`config.mk`:
```
export PLATFORM = sky130hd
export DESIGN_NAME = game_sequencer
export DESIGN_NICKNAME = d
export VERILOG_FILES = /design/src/rtl/game_sequencer.sv
export SDC_FILE = /design/constraint.sdc
export NUM_CORES = 1
export LEC_CHECK = 0
export CAP_MARGIN = 40
export CELL_PAD_IN_SITES_DETAIL_PLACEMENT = 1
export CELL_PAD_IN_SITES_GLOBAL_PLACEMENT = 1
export CORE_MARGIN = 2
export CORE_UTILIZATION = 35
export CTS_CLUSTER_DIAMETER = 50
export DETAILED_ROUTE_END_ITERATION = 8
export PLACE_DENSITY_LB_ADDON = 0.12
export RECOVER_POWER = 25
export SKIP_LAST_GASP = 1
export SLEW_MARGIN = 30
export SYNTH_ARGS = -nofsm -noshare
export SYNTH_HDL_FRONTEND = slang
export SYNTH_SLANG_ARGS = --single-unit
```
`constraint.sdc`:
```
create_clock -name InputClock -period 1.94 [get_ports InputClock]
set_clock_uncertainty 0.15 [all_clocks]
set_input_delay 0.388 -clock InputClock [delete_from_list [all_inputs] [get_ports InputClock]]
set_output_delay 0.388 -clock InputClock [all_outputs]
set_load 0.005 [all_outputs]
```
`src/rtl/game_sequencer.sv`:
```
// Match-level controller for the air hockey game: sequences serve/play/goal/pause/over
// phases, keeps both scores and gates the puck/paddle datapath.
module game_sequencer #(
   parameter int WIN_SCORE    = 7,
   parameter int SERVE_FRAMES = 60,
   parameter int GOAL_FRAMES  = 120
) (
   input  logic       InputClock,
   input  logic       rst,
   input  logic       frame_tick,
   input  logic       start_pulse,
   input  logic       pause_pulse,
   input  logic       goal_p1,
   input  logic       goal_p2,
   output logic [2:0] state,
   output logic       play_en,
   output logic       puck_reset,
   output logic       serve_dir,
   output logic [3:0] score_p1,
   output logic [3:0] score_p2,
   output logic [1:0] winner
);

   localparam logic [2:0] ST_IDLE  = 3'd0;
   localparam logic [2:0] ST_SERVE = 3'd1;
   localparam logic [2:0] ST_PLAY  = 3'd2;
   localparam logic [2:0] ST_GOAL  = 3'd3;
   localparam logic [2:0] ST_PAUSE = 3'd4;
   localparam logic [2:0] ST_OVER  = 3'd5;

   localparam logic [3:0] WIN_Q      = 4'(WIN_SCORE);
   localparam logic [7:0] SERVE_LAST = 8'(SERVE_FRAMES - 1);
   localparam logic [7:0] GOAL_LAST  = 8'(GOAL_FRAMES - 1);

   logic [2:0] state_q, state_d;
   logic [7:0] cnt_q, cnt_d;
   logic [3:0] score_p1_q, score_p1_d;
   logic [3:0] score_p2_q, score_p2_d;
   logic       serve_dir_q, serve_dir_d;
   logic [1:0] winner_q, winner_d;
   logic       play_en_q, play_en_d;
   logic       puck_reset_q, puck_reset_d;

   always_comb begin
      state_d     = state_q;
      cnt_d       = cnt_q;
      score_p1_d  = score_p1_q;
      score_p2_d  = score_p2_q;
      serve_dir_d = serve_dir_q;
      winner_d    = winner_q;
      case (state_q)
         ST_IDLE: begin
            if (start_pulse) begin
               state_d = ST_SERVE;
            end else begin
               state_d = ST_IDLE;
            end
         end
         ST_SERVE: begin
            if (frame_tick && (cnt_q == SERVE_LAST)) begin
               state_d = ST_PLAY;
            end else if (frame_tick) begin
               cnt_d = cnt_q + 8'd1;
            end else begin
               cnt_d = cnt_q;
            end
         end
         ST_PLAY: begin
            // A simultaneous double goal is treated as a replay with no score change.
            if (goal_p1 && goal_p2) begin
               state_d = ST_SERVE;
            end else if (goal_p1) begin
               if (score_p1_q < WIN_Q) begin
                  score_p1_d = score_p1_q + 4'd1;
               end else begin
                  score_p1_d = score_p1_q;
               end
               serve_dir_d = 1'b1;
               state_d     = ST_GOAL;
            end else if (goal_p2) begin
               if (score_p2_q < WIN_Q) begin
                  score_p2_d = score_p2_q + 4'd1;
               end else begin
                  score_p2_d = score_p2_q;
               end
               serve_dir_d = 1'b0;
               state_d     = ST_GOAL;
            end else if (pause_pulse) begin
               state_d = ST_PAUSE;
            end else begin
               state_d = ST_PLAY;
            end
         end
         ST_PAUSE: begin
            if (pause_pulse) begin
               state_d = ST_PLAY;
            end else begin
               state_d = ST_PAUSE;
            end
         end
         ST_GOAL: begin
            if (frame_tick && (cnt_q == GOAL_LAST)) begin
               if (score_p1_q == WIN_Q) begin
                  winner_d = 2'd1;
                  state_d  = ST_OVER;
               end else if (score_p2_q == WIN_Q) begin
                  winner_d = 2'd2;
                  state_d  = ST_OVER;
               end else begin
                  state_d = ST_SERVE;
               end
            end else if (frame_tick) begin
               cnt_d = cnt_q + 8'd1;
            end else begin
               cnt_d = cnt_q;
            end
         end
         ST_OVER: begin
            if (start_pulse) begin
               score_p1_d  = 4'd0;
               score_p2_d  = 4'd0;
               winner_d    = 2'd0;
               serve_dir_d = 1'b0;
               state_d     = ST_SERVE;
            end else begin
               state_d = ST_OVER;
            end
         end
         default: begin
            state_d = ST_IDLE;
         end
      endcase
      // Every phase change restarts the frame count, so an entry tick is never counted.
      if (state_d != state_q) begin
         cnt_d = 8'd0;
      end else begin
         cnt_d = cnt_d;
      end
      play_en_d    = (state_d == ST_PLAY);
      puck_reset_d = (state_d == ST_IDLE) || (state_d == ST_SERVE);
   end

   always_ff @(posedge InputClock) begin
      if (rst) begin
         state_q      <= ST_IDLE;
         cnt_q        <= 8'd0;
         score_p1_q   <= 4'd0;
         score_p2_q   <= 4'd0;
         serve_dir_q  <= 1'b0;
         winner_q     <= 2'd0;
         play_en_q    <= 1'b0;
         puck_reset_q <= 1'b1;
      end else begin
         state_q      <= state_d;
         cnt_q        <= cnt_d;
         score_p1_q   <= score_p1_d;
         score_p2_q   <= score_p2_d;
         serve_dir_q  <= serve_dir_d;
         winner_q     <= winner_d;
         play_en_q    <= play_en_d;
         puck_reset_q <= puck_reset_d;
      end
   end

   assign state      = state_q;
   assign play_en    = play_en_q;
   assign puck_reset = puck_reset_q;
   assign serve_dir  = serve_dir_q;
   assign score_p1   = score_p1_q;
   assign score_p2   = score_p2_q;
   assign winner     = winner_q;

endmodule

```
==> impl_metrics.py <==
metrics = {
    "sta": {
        "period_share_pct": 96.2,
        "worst_slew_pin_slew_ps": 400,
        "hold_viol_final": 0,
        "setup_ws_ps": 73.7,
        "totalNegativeSetupSlack_ps": 0,
        "hold_ws_ps": 323,
        "finalSetupViolCount": 0,
        "fmax_mhz": 536,
        "post-route-min-period_ps": 1870,
        "relSlewSlack_pct": 73.2,
        "maxSlewViolCount": 0,
    },
    "clocking": {
        "clock_path_buffers": 2,
        "cts_tree": "done",
        "htreeDepth": 1,
        "postCtsHoldBufs": 0,
        "clk_latency_ps": 280,
        "cts_root_buf": "clkbuf_8",
        "path_clk_slew_ps": 90,
        "cts_sinks": 24,
        "numCtsBuffers": 3,
    },
    "critical_path": {
        "worstPathArrival_ps": 1940,
        "crit_fanout": 3,
        "cp_top_family": "simple AND/OR/NAND/NOR gates",
        "cp.required_ps": 2010,
        "critPathLaunch": "cnt_q[0]$_SDFFE_PP0P_",
        "cp_cell_sequence": "ha_4, nand2_1, or3_4, or3_4, a31oi_4, and3_1",
        "cp-end-kind": "flop",
        "path_depth": 6,
        "reg2reg_depth": 6,
        "cpPeakStageDelay_ps": 410,
        "crit_type": "reg -> reg",
        "cp_common_cell": "or3_4",
        "start_kind": "flop",
        "r2r-start": "cnt_q[0]$_SDFFE_PP0P_",
        "worst-path-buf-inv": 0,
        "critical_path.slowest_cell": "or3_4",
    },
    "pwr": {
        "seqPwrFrac_pct": 47.7,
        "p_int_mw": 0.817,
        "power_frac_comb_pct": 8.8,
        "p_sw_mw": 0.230,
        "power_density_mw_per_mm2": 555,
        "p_leak_nw": 0.753,
        "swShare_pct": 21.9,
        "vdd_drop_max_mv": 0.206,
        "total_power_mw": 1.05,
        "clkPwrFrac_pct": 43.5,
    },
    "routing": {
        "vias_per_cell": 5.11,
        "drtIter0Drc": 45,
        "dr_wl_met2_um": 1810,
        "via_count": 1237,
        "totalWireLength_um": 3550,
        "final_antenna_net_count": 0,
        "drt-met1-wl_um": 1610,
        "wl_per_cell_um": 14.7,
        "drt_first_pass_iters": 4,
        "top_layer": "met4",
        "wl_met3_um": 74,
        "detail_route.drc_violations": 0,
    },
    "final_layout": {
        "fillerInstances": 453,
        "nets": 205,
        "area_growth_syn_to_layout_pct": 44.2,
        "drive_gt1_share_pct": 28.4,
        "final_common_cell": "buf_4",
        "multi_input_area_sq_um": 832,
        "fin_util_pct": 51.9,
        "diodes": 0,
        "layout_common_cells": "buf_4, nor2_1, dfxtp_1",
        "regArea_sq_um": 487,
    },
    "yosys": {
        "ys_seq_area_share_pct": 36.7,
        "synth_edf_count": 0,
        "synthesis.nets": 156,
        "synth_area_leader_cell": "dfxtp_1",
        "ys_seq_elements": 24,
        "ys_top_cells_by_area": "dfxtp_1, nor2_1, mux2i_1",
        "syn_area_per_cell_sq_um": 8.96,
        "netlist-cell-type-count": 46,
        "synthesis.area_sq_mm": 0.00131,
        "yosys_warnings": 0,
        "syn_inst": 146,
        "netlist.area_leader.share_pct": 36.7,
        "ys.flop_type": "dfxtp_1",
        "async_flop_share_pct": 0,
    },
    "hold_path": {
        "holdPathStages": 2,
        "hold_start": "serve_dir$_SDFFE_PP0P_",
        "holdCritPathClass": "reg -> reg",
    },
    "global_routing": {
        "antenna_found_initial": 0,
        "grt_pass1_wl_um": 5970,
        "grtUsageTotal_pct": 18.4,
        "gr-total-overflow": 0,
        "first_global_vias": 1274,
        "grt_max_degree": 15,
    },
    "job": {
        "drv_cap": 0,
    },
    "floorplanning": {
        "fp.dieArea_sq_mm": 0.00424,
        "ios": 23,
        "start_util_pct": 36.0,
        "rows": 22,
        "die_h_um": 65.1,
        "coreArea_sq_mm": 0.00363,
        "dieWidth_um": 65.1,
    },
    "placed_design": {
        "place.gp.congestion": 0.738,
        "hpwlAfterDp_um": 2770,
        "dp_slack_ps": -382,
        "port-buffer-count": 22,
    },
    "run_status": {
        "outcome": "finished, final reports clean",
    },
}
## per-stage QoR
stage,instances,instance area [sq um]
floorplan,146,1310
global route,242,1890
CTS,239,1810
finish,242,1890
detailed placement,235,1730
global placement,235,1730
## cell type report
cell class              count  share of cell area [%]
inverters                   4                   0.796
multi-input cells         114                    44.1
repair buffers             48                    22.3
clock inverters             1                    1.59
well taps                  48                    3.19
clock buffers               3                    2.19
flip-flops and latches     24                    25.8
## final timing paths
kind	endpoint	slack [ps]
hold / removal	serve_dir$_SDFFE_PP0P_	320
setup reg to reg	play_en$_SDFF_PP0_	70
setup / recovery	play_en$_SDFF_PP0_	70
hold reg to reg	serve_dir$_SDFFE_PP0P_	320
## synth_stat cells (all sizes together), types with 3 or more instances
cell type and count:
a211oi 4, a21oi 8, a31oi 3, and3 3, and3b 3, buf 3
dfxtp 24, ha 3, inv 4, mux2i 6, nand2 9, nand3b 5
nor2 25, nor2b 5, nor3 3, xnor2 6
## routing by layer
metal,vias to the layer above,GRT usage [%]
li1,626,-
met1,593,22.2
met2,13,32.7
met3,5,3.08
met4,0,7.03
met5,-,0
## cell families (layout without fill, tap and decap cells)
group / count (synthesis) / in the layout / share of synthesized area [%]
AND/OR/NAND/NOR: 67 / 67 / 28.6
AO/OA/AOI/OAI: 29 / 29 / 17.3
flip-flops: 24 / 24 / 36.7
XOR/XNOR: 8 / 8 / 5.36
buffers and inverters: 8 / 56 / 3.64
multiplexers: 7 / 7 / 5.45
adder cells (fa/ha/maj): 3 / 3 / 2.87
## repair_timing
item                                    4_1_cts  5_1_grt
endpoints found under the setup margin       11       13
cloned                                        0        0
pin swaps                                     2        9
gates resized for setup                       4       17
setup buffers                                 0        3
## registers in the layout (all words and copies together), names as in the netlist
signal	flops
state	3
puck_reset	1
serve_dir	1
play_en	1
cnt_q	8
score_p1	4
score_p2	4
winner	2
## worst min-delay path: cells and delay by family (launching register included)
kind | cells | cell delay [ps]
AO/OA/AOI/OAI | 1 | 60
flip-flops | 1 | 320
AND/OR/NAND/NOR | 1 | 50
## power by group through the flow
stage	Combinational, mW	Clock [mW]	Sequential, mW
floorplan	0.0393	0	0.510
global placement	0.0811	0	0.509
detailed placement	0.0845	0	0.509
CTS	0.0879	0.463	0.498
global route	0.100	0.485	0.500
finish	0.0917	0.456	0.499
(Power assumes the default switching activity.)
